<file path="src/rtl/uart_tx_core.sv">
// UART transmitter: start bit, 8 data bits LSB first, optional parity, one stop bit.
// Each bit lasts 'prescale' clocks; the frame configuration is captured when a byte is accepted.
module uart_tx_core #(
    parameter int DATA_W  = 8,
    parameter int PRESC_W = 6
) (
    input  logic               clk,
    input  logic               rst,
    input  logic [DATA_W-1:0]  P_DATA,
    input  logic               Data_Valid,
    input  logic               PAR_EN,
    input  logic               PAR_TYP,
    input  logic [PRESC_W-1:0] prescale,
    output logic               TX_OUT,
    output logic               busy,
    output logic               frame_done
);

    localparam int IDX_W = $clog2(DATA_W);

    typedef enum logic [2:0] {
        IDLE,
        START,
        DATA,
        PARITY,
        STOP
    } state_t;

    state_t              state_q, state_d;
    logic [PRESC_W-1:0]  cyc_cnt_q, cyc_cnt_d;
    logic [PRESC_W-1:0]  p_last_q, p_last_d;
    logic [IDX_W-1:0]    bit_idx_q, bit_idx_d;
    logic [DATA_W-1:0]   shift_q, shift_d;
    logic                par_q, par_d;
    logic                par_en_q, par_en_d;
    logic                tx_q, tx_d;
    logic                busy_q, busy_d;
    logic                done_q, done_d;
    logic                bit_end;

    assign bit_end = (cyc_cnt_q == p_last_q);

    always_comb begin
        state_d   = state_q;
        cyc_cnt_d = cyc_cnt_q;
        p_last_d  = p_last_q;
        bit_idx_d = bit_idx_q;
        shift_d   = shift_q;
        par_d     = par_q;
        par_en_d  = par_en_q;
        tx_d      = tx_q;
        busy_d    = busy_q;
        done_d    = 1'b0;

        unique case (state_q)
            IDLE: begin
                tx_d   = 1'b1;
                busy_d = 1'b0;
                if (Data_Valid && !busy_q) begin
                    // Everything the frame needs is captured here so the source may change inputs freely.
                    shift_d   = P_DATA;
                    par_d     = (^P_DATA) ^ PAR_TYP;
                    par_en_d  = PAR_EN;
                    p_last_d  = (prescale > PRESC_W'(1)) ? prescale - PRESC_W'(1) : '0;
                    cyc_cnt_d = '0;
                    state_d   = START;
                    tx_d      = 1'b0;
                    busy_d    = 1'b1;
                end
            end
            START: begin
                if (bit_end) begin
                    cyc_cnt_d = '0;
                    bit_idx_d = '0;
                    state_d   = DATA;
                    tx_d      = shift_q[0];
                end else begin
                    cyc_cnt_d = cyc_cnt_q + PRESC_W'(1);
                end
            end
            DATA: begin
                if (bit_end) begin
                    cyc_cnt_d = '0;
                    shift_d   = shift_q >> 1;
                    if (bit_idx_q == IDX_W'(DATA_W - 1)) begin
                        state_d = par_en_q ? PARITY : STOP;
                        tx_d    = par_en_q ? par_q : 1'b1;
                    end else begin
                        bit_idx_d = bit_idx_q + IDX_W'(1);
                        tx_d      = shift_d[0];
                    end
                end else begin
                    cyc_cnt_d = cyc_cnt_q + PRESC_W'(1);
                end
            end
            PARITY: begin
                if (bit_end) begin
                    cyc_cnt_d = '0;
                    state_d   = STOP;
                    tx_d      = 1'b1;
                end else begin
                    cyc_cnt_d = cyc_cnt_q + PRESC_W'(1);
                end
            end
            STOP: begin
                if (bit_end) begin
                    cyc_cnt_d = '0;
                    state_d   = IDLE;
                    tx_d      = 1'b1;
                    busy_d    = 1'b0;
                    done_d    = 1'b1;
                end else begin
                    cyc_cnt_d = cyc_cnt_q + PRESC_W'(1);
                end
            end
            default: begin
                state_d   = IDLE;
                cyc_cnt_d = '0;
                tx_d      = 1'b1;
                busy_d    = 1'b0;
            end
        endcase
    end

    always_ff @(posedge clk or negedge rst) begin
        if (!rst) begin
            state_q   <= IDLE;
            cyc_cnt_q <= '0;
            p_last_q  <= '0;
            bit_idx_q <= '0;
            shift_q   <= '0;
            par_q     <= 1'b0;
            par_en_q  <= 1'b0;
            tx_q      <= 1'b1;
            busy_q    <= 1'b0;
            done_q    <= 1'b0;
        end else begin
            state_q   <= state_d;
            cyc_cnt_q <= cyc_cnt_d;
            p_last_q  <= p_last_d;
            bit_idx_q <= bit_idx_d;
            shift_q   <= shift_d;
            par_q     <= par_d;
            par_en_q  <= par_en_d;
            tx_q      <= tx_d;
            busy_q    <= busy_d;
            done_q    <= done_d;
        end
    end

    assign TX_OUT     = tx_q;
    assign busy       = busy_q;
    assign frame_done = done_q;

endmodule
</file>
<file path="config.mk">
export PLATFORM = sky130hd
export DESIGN_NAME = uart_tx_core
export DESIGN_NICKNAME = d
export VERILOG_FILES = /design/src/rtl/uart_tx_core.sv
export SDC_FILE = /design/constraint.sdc
export NUM_CORES = 1
export LEC_CHECK = 0
export BUFFER_PORTS_ARGS = -buffer_cell sky130_fd_sc_hd__buf_4
export CORE_MARGIN = 4
export CORE_UTILIZATION = 48
export DETAILED_ROUTE_END_ITERATION = 6
export PLACE_DENSITY = 0.68
export SYNTH_ARGS = -nofsm -noshare
export SYNTH_HDL_FRONTEND = slang
export SYNTH_SLANG_ARGS = --single-unit
</file>
<file path="constraint.sdc">
create_clock -name clk -period 2.2 [get_ports clk]
set_input_delay 0.11 -clock clk [delete_from_list [all_inputs] [get_ports clk]]
set_output_delay 0.11 -clock clk [all_outputs]
set_load 0.01 [all_outputs]
</file>
==> reports/summary.txt, run 1 <==
Status -> completed
Number of flops mapped to enable cells by yosys -> 0
Vias per cell -> 5.29
Syn nets -> 210
Pins Over Slew Limit -> 0
Gr usage total -> 17.0%
Die footprint -> 0.00475 sq mm
CP cell instances -> xnor2_1 -> nand4_2 -> o21ai_2 -> nand2_1 -> mux2_1
Peak Freq -> 548 MHz
Warnings from Yosys -> 0
Min cycle time layout -> 1.83 ns
Largest net degree at the start of global routing -> 32
Total gr overflow -> 0
Fraction of registers with async set/reset -> 100%
Global-route wire length before repair -> 5850 um
Hpwl dp -> 2570 um
Cell area after synthesis -> 0.00178 sq mm
CP bufs+invs -> 0
Area leader, netlist -> dfrtp_1
Worst VDD drop -> 0.302 mV
Worst Setup End Kind -> register
Crit path launch -> cyc_cnt_q[3]$_DFFE_PN0P_
Worst path max stage delay -> 0.43 ns
Io pins -> 22
Placed cells -> 247
DIE WIDTH -> 68.9 um
WL per Instance -> 13.0 um
Setup Viol. Count Final -> 0
PortBufs -> 21
Initial Util -> 51.4%
Antenna violations before repair -> 0
PwrDens -> 553 mW/mm^2
Cts bufs inserted -> 5
DRT iter0 DRCs -> 88
Mapped Cells -> 186
Fin nets -> 233
Core Util, Final -> 59.8%
Synth Register Bits -> 31
Final Hold Fails -> 0
Total clock sinks -> 31
Final ANT Viol Nets -> 0
CTS tree -> built
Final GP Congestion -> 0.764
Final TNS setup -> 0 ns
RSZ-0062 raised after global routing -> no
Setup Skew -> 0.00794 ns
H-tree lvl count -> 2
First-pass detailed-route iteration total -> 4
Crit path launch type -> register
Period utilization -> 83.0%
Worst-Margin Slew -> 0.505 ns
Worst R2R Setup Slack -> 0.37 ns
Worst hold path class -> in -> reg
Final std cells w/o fill -> 256
Number of max-cap violations -> 0
Cell Rows -> 21
Worst path depth -> 5
Area grow syn2layout -> 16.4%
Slowest CP cell -> dfrtp_1
CP top delay family -> flip-flops
Drt drc -> 0
Layout cell share with drive strength beyond 1 -> 21.9%
Via count -> 1353
WP data required -> 2.37 ns
Top_reg_cell synth -> dfrtp_1
Register area share after synthesis -> 43.6%
Worst rel slew slack -> 66.3%
Clk_lat worst skew -> 0.28 ns
Resized cells post-CTS -> 0
Reg2Reg Depth -> 5
Die Ht -> 68.9 um
Root buf cell -> clkbuf_8
N_diodes -> 0
Pleak -> 0.945 nW
Critical Path Fanout Max -> 11
Vias in the first global route -> 1322
Filler cell count -> 312
Reg2reg end -> state_q[0]$_DFFE_PN0P_
Critical Path AT -> 2.00 ns
Share of the synthesized area in the top cell type -> 42.1%
Top cells by area, synth -> dfrtp_1, xnor2_1, a221oi_2
Yosys cell types -> 39
Clock transition at the registers of the reported paths -> 0.07 ns
Core ar. -> 0.00347 sq mm
Top-count cell post-synth -> dfrtp_1
Syn avg cell area -> 9.58 sq um
Hold buffers post-CTS -> 1
Most frequent cells after synthesis -> dfrtp_1, nand2_1, nor2_1, xnor2_1, inv_1
Postcts setup bufs -> 0
Final WL -> 3330 um
Crit path to -> state_q[0]$_DFFE_PN0P_
Reg-to-reg startpoint -> cyc_cnt_q[3]$_DFFE_PN0P_
Setup CP Type -> reg -> reg
Max Buffers Root-to-Sink -> 2
state kept, by name, indices dropped and copies added (netlist names):
name,count
TX_OUT,1
bit_idx_q,3
busy,1
cyc_cnt_q,6
frame_done,1
p_last_q,6
par_en_q,1
par_q,1
shift_q,8
state_q,3
kinds of logic (layout without fill, tap and decap cells):
family | Yosys count | count (layout) | synth area share (%)
adder cells (fa/ha/maj) | 5 | 5 | 3.51
XOR/XNOR | 18 | 18 | 8.85
AO/OA/AOI/OAI | 38 | 38 | 16.9
flip-flops | 31 | 31 | 43.6
buffers and inverters | 21 | 45 | 4.99
multiplexers | 7 | 7 | 4.07
AND/OR/NAND/NOR | 66 | 66 | 18.1
worst min path at each step:
stage                          from                       end  slack (ns)  cells past startpoint
after floorplan                 rst  bit_idx_q[0]$_DFFE_PN0P_       -0.19                      0
after global routing      P_DATA[7]    shift_q[7]$_DFFE_PN0P_        0.05                      2
after detailed placement        rst          busy$_DFFE_PN0P_        0.07                      1
after CTS                    PAR_EN      par_en_q$_DFFE_PN0P_        0.02                      3
after global placement          rst  cyc_cnt_q[5]$_DFFE_PN0P_        0.06                      1
final                        PAR_EN      par_en_q$_DFFE_PN0P_        0.03                      3
routing by layer:
metal | part of all wire, % | track usage [%] | vias to the layer above
li1 | - | - | 686
met1 | 45 | 21.7 | 635
met2 | 48 | 26.7 | 26
met3 | 5.3 | 6.00 | 6
met4 | 1.4 | 5.84 | 0
met5 | 0 | 0 | -
per-stage QoR:
stage	cell area, sq um	total power, mW	setup slack [ns]	hold WS, ns
after floorplan	1780	0.618	0.544	-0.186
after global placement	1960	0.664	0.453	0.0645
after detailed placement	1960	0.670	0.360	0.0656
after CTS	2070	1.17	0.361	0.0182
after global routing	2070	1.19	0.209	0.0472
final	2070	1.15	0.375	0.0256
power breakdown:
part           switching (mW)  internal [mW]  total [mW]  leakage (nW)
Clock                   0.203          0.285       0.488        0.0515
Combinational          0.0426         0.0457      0.0882         0.499
Sequential                  0          0.570       0.570         0.394
Total                   0.246          0.901        1.15         0.945
layout make-up:
class / count / area, sq um / area share, %
Multi-Input combinational cell: 134 / 916 / 44.1
Timing Repair Buffer: 22 / 168 / 8.08
Sequential cell: 31 / 777 / 37.5
Tap cell: 46 / 57.6 / 2.77
Clock buffer: 8 / 100 / 4.83
Inverter: 15 / 56.3 / 2.71
cell usage in the layout (no fill, tap or decap), types with 7 or more instances in the layout:
| master | netlist | final |
|---|---|---|
| o21ai_0 | 13 | 13 |
| nand2_1 | 26 | 26 |
| buf_4 | 2 | 21 |
| inv_1 | 14 | 14 |
| xnor2_1 | 16 | 16 |
| dfrtp_1 | 30 | 30 |
| clkbuf_8 | 0 | 7 |
| a221oi_2 | 7 | 7 |
| nor2_1 | 17 | 17 |
tightest hold or removal path, stage by stage:
cell and delay (ns):
buf_4 0.07, nand2_1 0.03, o21ai_0 0.06
No activity file was read; power rests on OpenSTA's default activity.
==> inputs of run 2 (changes only) <==
- PLACE_DENSITY: 0.68 -> 0.71
- clock period: 2.2 -> 1.6 ns (I/O delays scaled with it)
==> run 2 against run 1 <==
The run now ends with setup timing left. Clock power increased by 18%. Sequential share of layout area decreased by 3.9 points. Clock skew decreased by 0.0030 ns. Critical path type unchanged. Via count increased by 10%. Clock-buffer cell count decreased by 1. Combinational power increased by 35%. Total power increased by 29%. Final cell count increased by 9.0%. Sequential cell count unchanged. Die area unchanged. Largest power group unchanged.
==> reports/summary.txt, run 2 (synthesis results as in run 1) <==
Status -> finished, violations left
Failing checks -> setup timing
Critical Path AT -> 1.82 ns (-0.18 ns)
PwrDens -> 637 mW/mm^2 (+15%)
Layout cell share with drive strength beyond 1 -> 34.8% (+13 points)
Total clock sinks -> 31 (unchanged)
Die Ht -> 68.9 um (unchanged)
Min cycle time layout -> 1.65 ns (-0.171 ns)
Vias per cell -> 5.34 (+1.1%)
Period utilization -> 103% (+20 points)
Cts bufs inserted -> 5 (unchanged)
Cell Area, Placed -> 0.00211 sq mm (+7.4%)
Cell Rows -> 21 (unchanged)
Largest net degree at the start of global routing -> 32 (unchanged)
Vias in the first global route -> 1580 (+20%)
Global-route wire length before repair -> 6620 um (+13%)
Antenna violations before repair -> 0 (unchanged)
Final Hold Fails -> 0 (unchanged)
Pleak -> 1.07 nW (+14%)
WP data required -> 1.76 ns (-0.61 ns)
Worst R2R Setup Slack -> -0.05 ns (-0.43 ns)
Final WS setup -> -0.0549 ns (-0.429 ns)
Critical Path Fanout Max -> 7 (-4)
Final GP Congestion -> 0.787 (+2.9%)
Setup CP Type -> reg -> reg
Hold depth -> 2 (-1)
Number of max-cap violations -> 0 (unchanged)
Worst-Margin Slew -> 0.396 ns (-0.109 ns)
WL per Instance -> 13.9 um (+7.1%)
Core Util, Final -> 66.9% (+7.1 points)
Pins Over Slew Limit -> 0 (unchanged)
Initial Util -> 51.4% (unchanged)
Fin nets -> 256 (+9.9%)
Peak Freq -> 604 MHz (+10%)
Reg2Reg Depth -> 6 (+1)
Reg2reg end -> cyc_cnt_q[3]$_DFFE_PN0P_
Crit path launch type -> register
DIE WIDTH -> 68.9 um (unchanged)
N_diodes -> 0 (unchanged)
Most common cell after layout, fill and taps aside -> buf_4
Worst rel slew slack -> 73.4% (+7.1 points)
Final ANT Viol Nets -> 0 (unchanged)
Setup Skew -> 0.00490 ns (-0.00304 ns)
H-tree lvl count -> 2 (unchanged)
Fin area -> 0.00232 sq mm (+12%)
DRT iter0 DRCs -> 101 (+15%)
Worst hold path class -> in -> reg
Max reg flops -> 8 (unchanged)
Drt drc -> 0 (unchanged)
First-pass detailed-route iteration total -> 4 (unchanged)
Hpwl dp -> 2830 um (+10%)
Largest Register -> shift_q
Worst VDD drop -> 0.553 mV (+83%)
Core ar. -> 0.00347 sq mm (unchanged)
PortBufs -> 21 (unchanged)
Gr usage total -> 18.9% (+1.9 points)
Largest regs -> shift_q: 8 flops, cyc_cnt_q: 6 flops, p_last_q: 6 flops
Hold Path Origin -> P_DATA[7]
Max Buffers Root-to-Sink -> 2 (unchanged)
Final WL -> 3890 um (+17%)
Worst Setup End Kind -> register
Area grow syn2layout -> 30.3%
Via count -> 1491 (+10%)
Reg-to-reg startpoint -> cyc_cnt_q[2]$_DFFE_PN0P_
Clk_lat worst skew -> 0.28 ns (about the same)
Total gr overflow -> 0 (unchanged)
CTS tree -> built
Setup Viol. Count Final -> 9 (+9)
Most frequent cells in the layout -> buf_4, dfrtp_1, nand2_1
RSZ-0062 raised after global routing -> yes
Io pins -> 22 (unchanged)
Hold EP -> shift_q[7]$_DFFE_PN0P_
Die footprint -> 0.00475 sq mm (unchanged)
Clock transition at the registers of the reported paths -> 0.06 ns (about the same)
Root buf cell -> clkbuf_8
[run 2: cell types whose count changed in the layout (fill, tap and decap cells not counted), sizes merged]
| cell | change |
|---|---|
| clkinv | +1 |
| buf | +23 |
| clkbuf | -1 |
[run 2: final cells by class]
type                            count  area (sq um)
Clock buffer                        7          76.3
Sequential cell                    31           778
Fill cell                         274          1150
Multi-Input combinational cell    134           987
Inverter                           15          56.3
Clock inverter                      1          5.00
Timing Repair Buffer               45           360
Tap cell                           46          57.6
[run 2: through the flow]
stage | std cells | TNS (ns) | hold slack, ns | total power, mW | setup slack [ns]
6_report | 279 | -0.194 | 0.0109 | 1.48 | -0.0549
3_3_place_gp | 262 | 0 | 0.0330 | 0.913 | 0.00947
3_5_place_dp | 262 | -0.0397 | 0.0372 | 0.917 | -0.0397
5_1_grt | 279 | -2.50 | 0.00464 | 1.54 | -0.163
4_1_cts | 274 | 0 | 0.00937 | 1.49 | 0.00518
2_1_floorplan | 186 | 0 | -0.216 | 0.850 | 0.0102
[run 2: worst max path at each step]
| stage | cells past startpoint | to | slack (ns) | from |
|---|---|---|---|---|
| floorplan | 7 | bit_idx_q[0]$_DFFE_PN0P_ | 0.01 | bit_idx_q[0]$_DFFE_PN0P_ |
| global placement | 7 | bit_idx_q[0]$_DFFE_PN0P_ | 0.009 | bit_idx_q[1]$_DFFE_PN0P_ |
| detailed placement | 7 | bit_idx_q[0]$_DFFE_PN0P_ | -0.04 | bit_idx_q[1]$_DFFE_PN0P_ |
| CTS | 7 | bit_idx_q[0]$_DFFE_PN0P_ | 0.005 | bit_idx_q[0]$_DFFE_PN0P_ |
| global route | 6 | cyc_cnt_q[3]$_DFFE_PN0P_ | -0.16 | cyc_cnt_q[2]$_DFFE_PN0P_ |
| finish | 6 | cyc_cnt_q[3]$_DFFE_PN0P_ | -0.05 | cyc_cnt_q[2]$_DFFE_PN0P_ |
[run 2: critical path, stage by stage, from the launching register on]
cell and delay [ns]:
dfrtp_1 0.44, xnor2_1 0.26, nand2_1 0.19, o21ai_2 0.21
buf_6 0.16, nor2_4 0.03, a211o_1 0.25
[run 2: repair_timing]
action,CTS,global route
setup buffers,3,5
gates resized for setup,1,15
pin swaps,3,7
cloned,0,0
setup endpoints to repair,3,25
hold buffers,1,0
hold endpoints to repair,30,0
[run 2: report_power, final]
part / internal (mW) / leakage, nW / switching [mW] / total [mW]
combinational: 0.0629 / 0.638 / 0.0564 / 0.119
sequential: 0.784 / 0.393 / 0 / 0.784
clock: 0.304 / 0.0422 / 0.271 / 0.575
total: 1.15 / 1.07 / 0.328 / 1.48
[run 2: layer usage]
layer / track usage, % / wire [um]
met5: 0 / 0
met4: 8.76 / 76
met3: 5.67 / 182
met2: 31.2 / 1950
met1: 22.5 / 1680
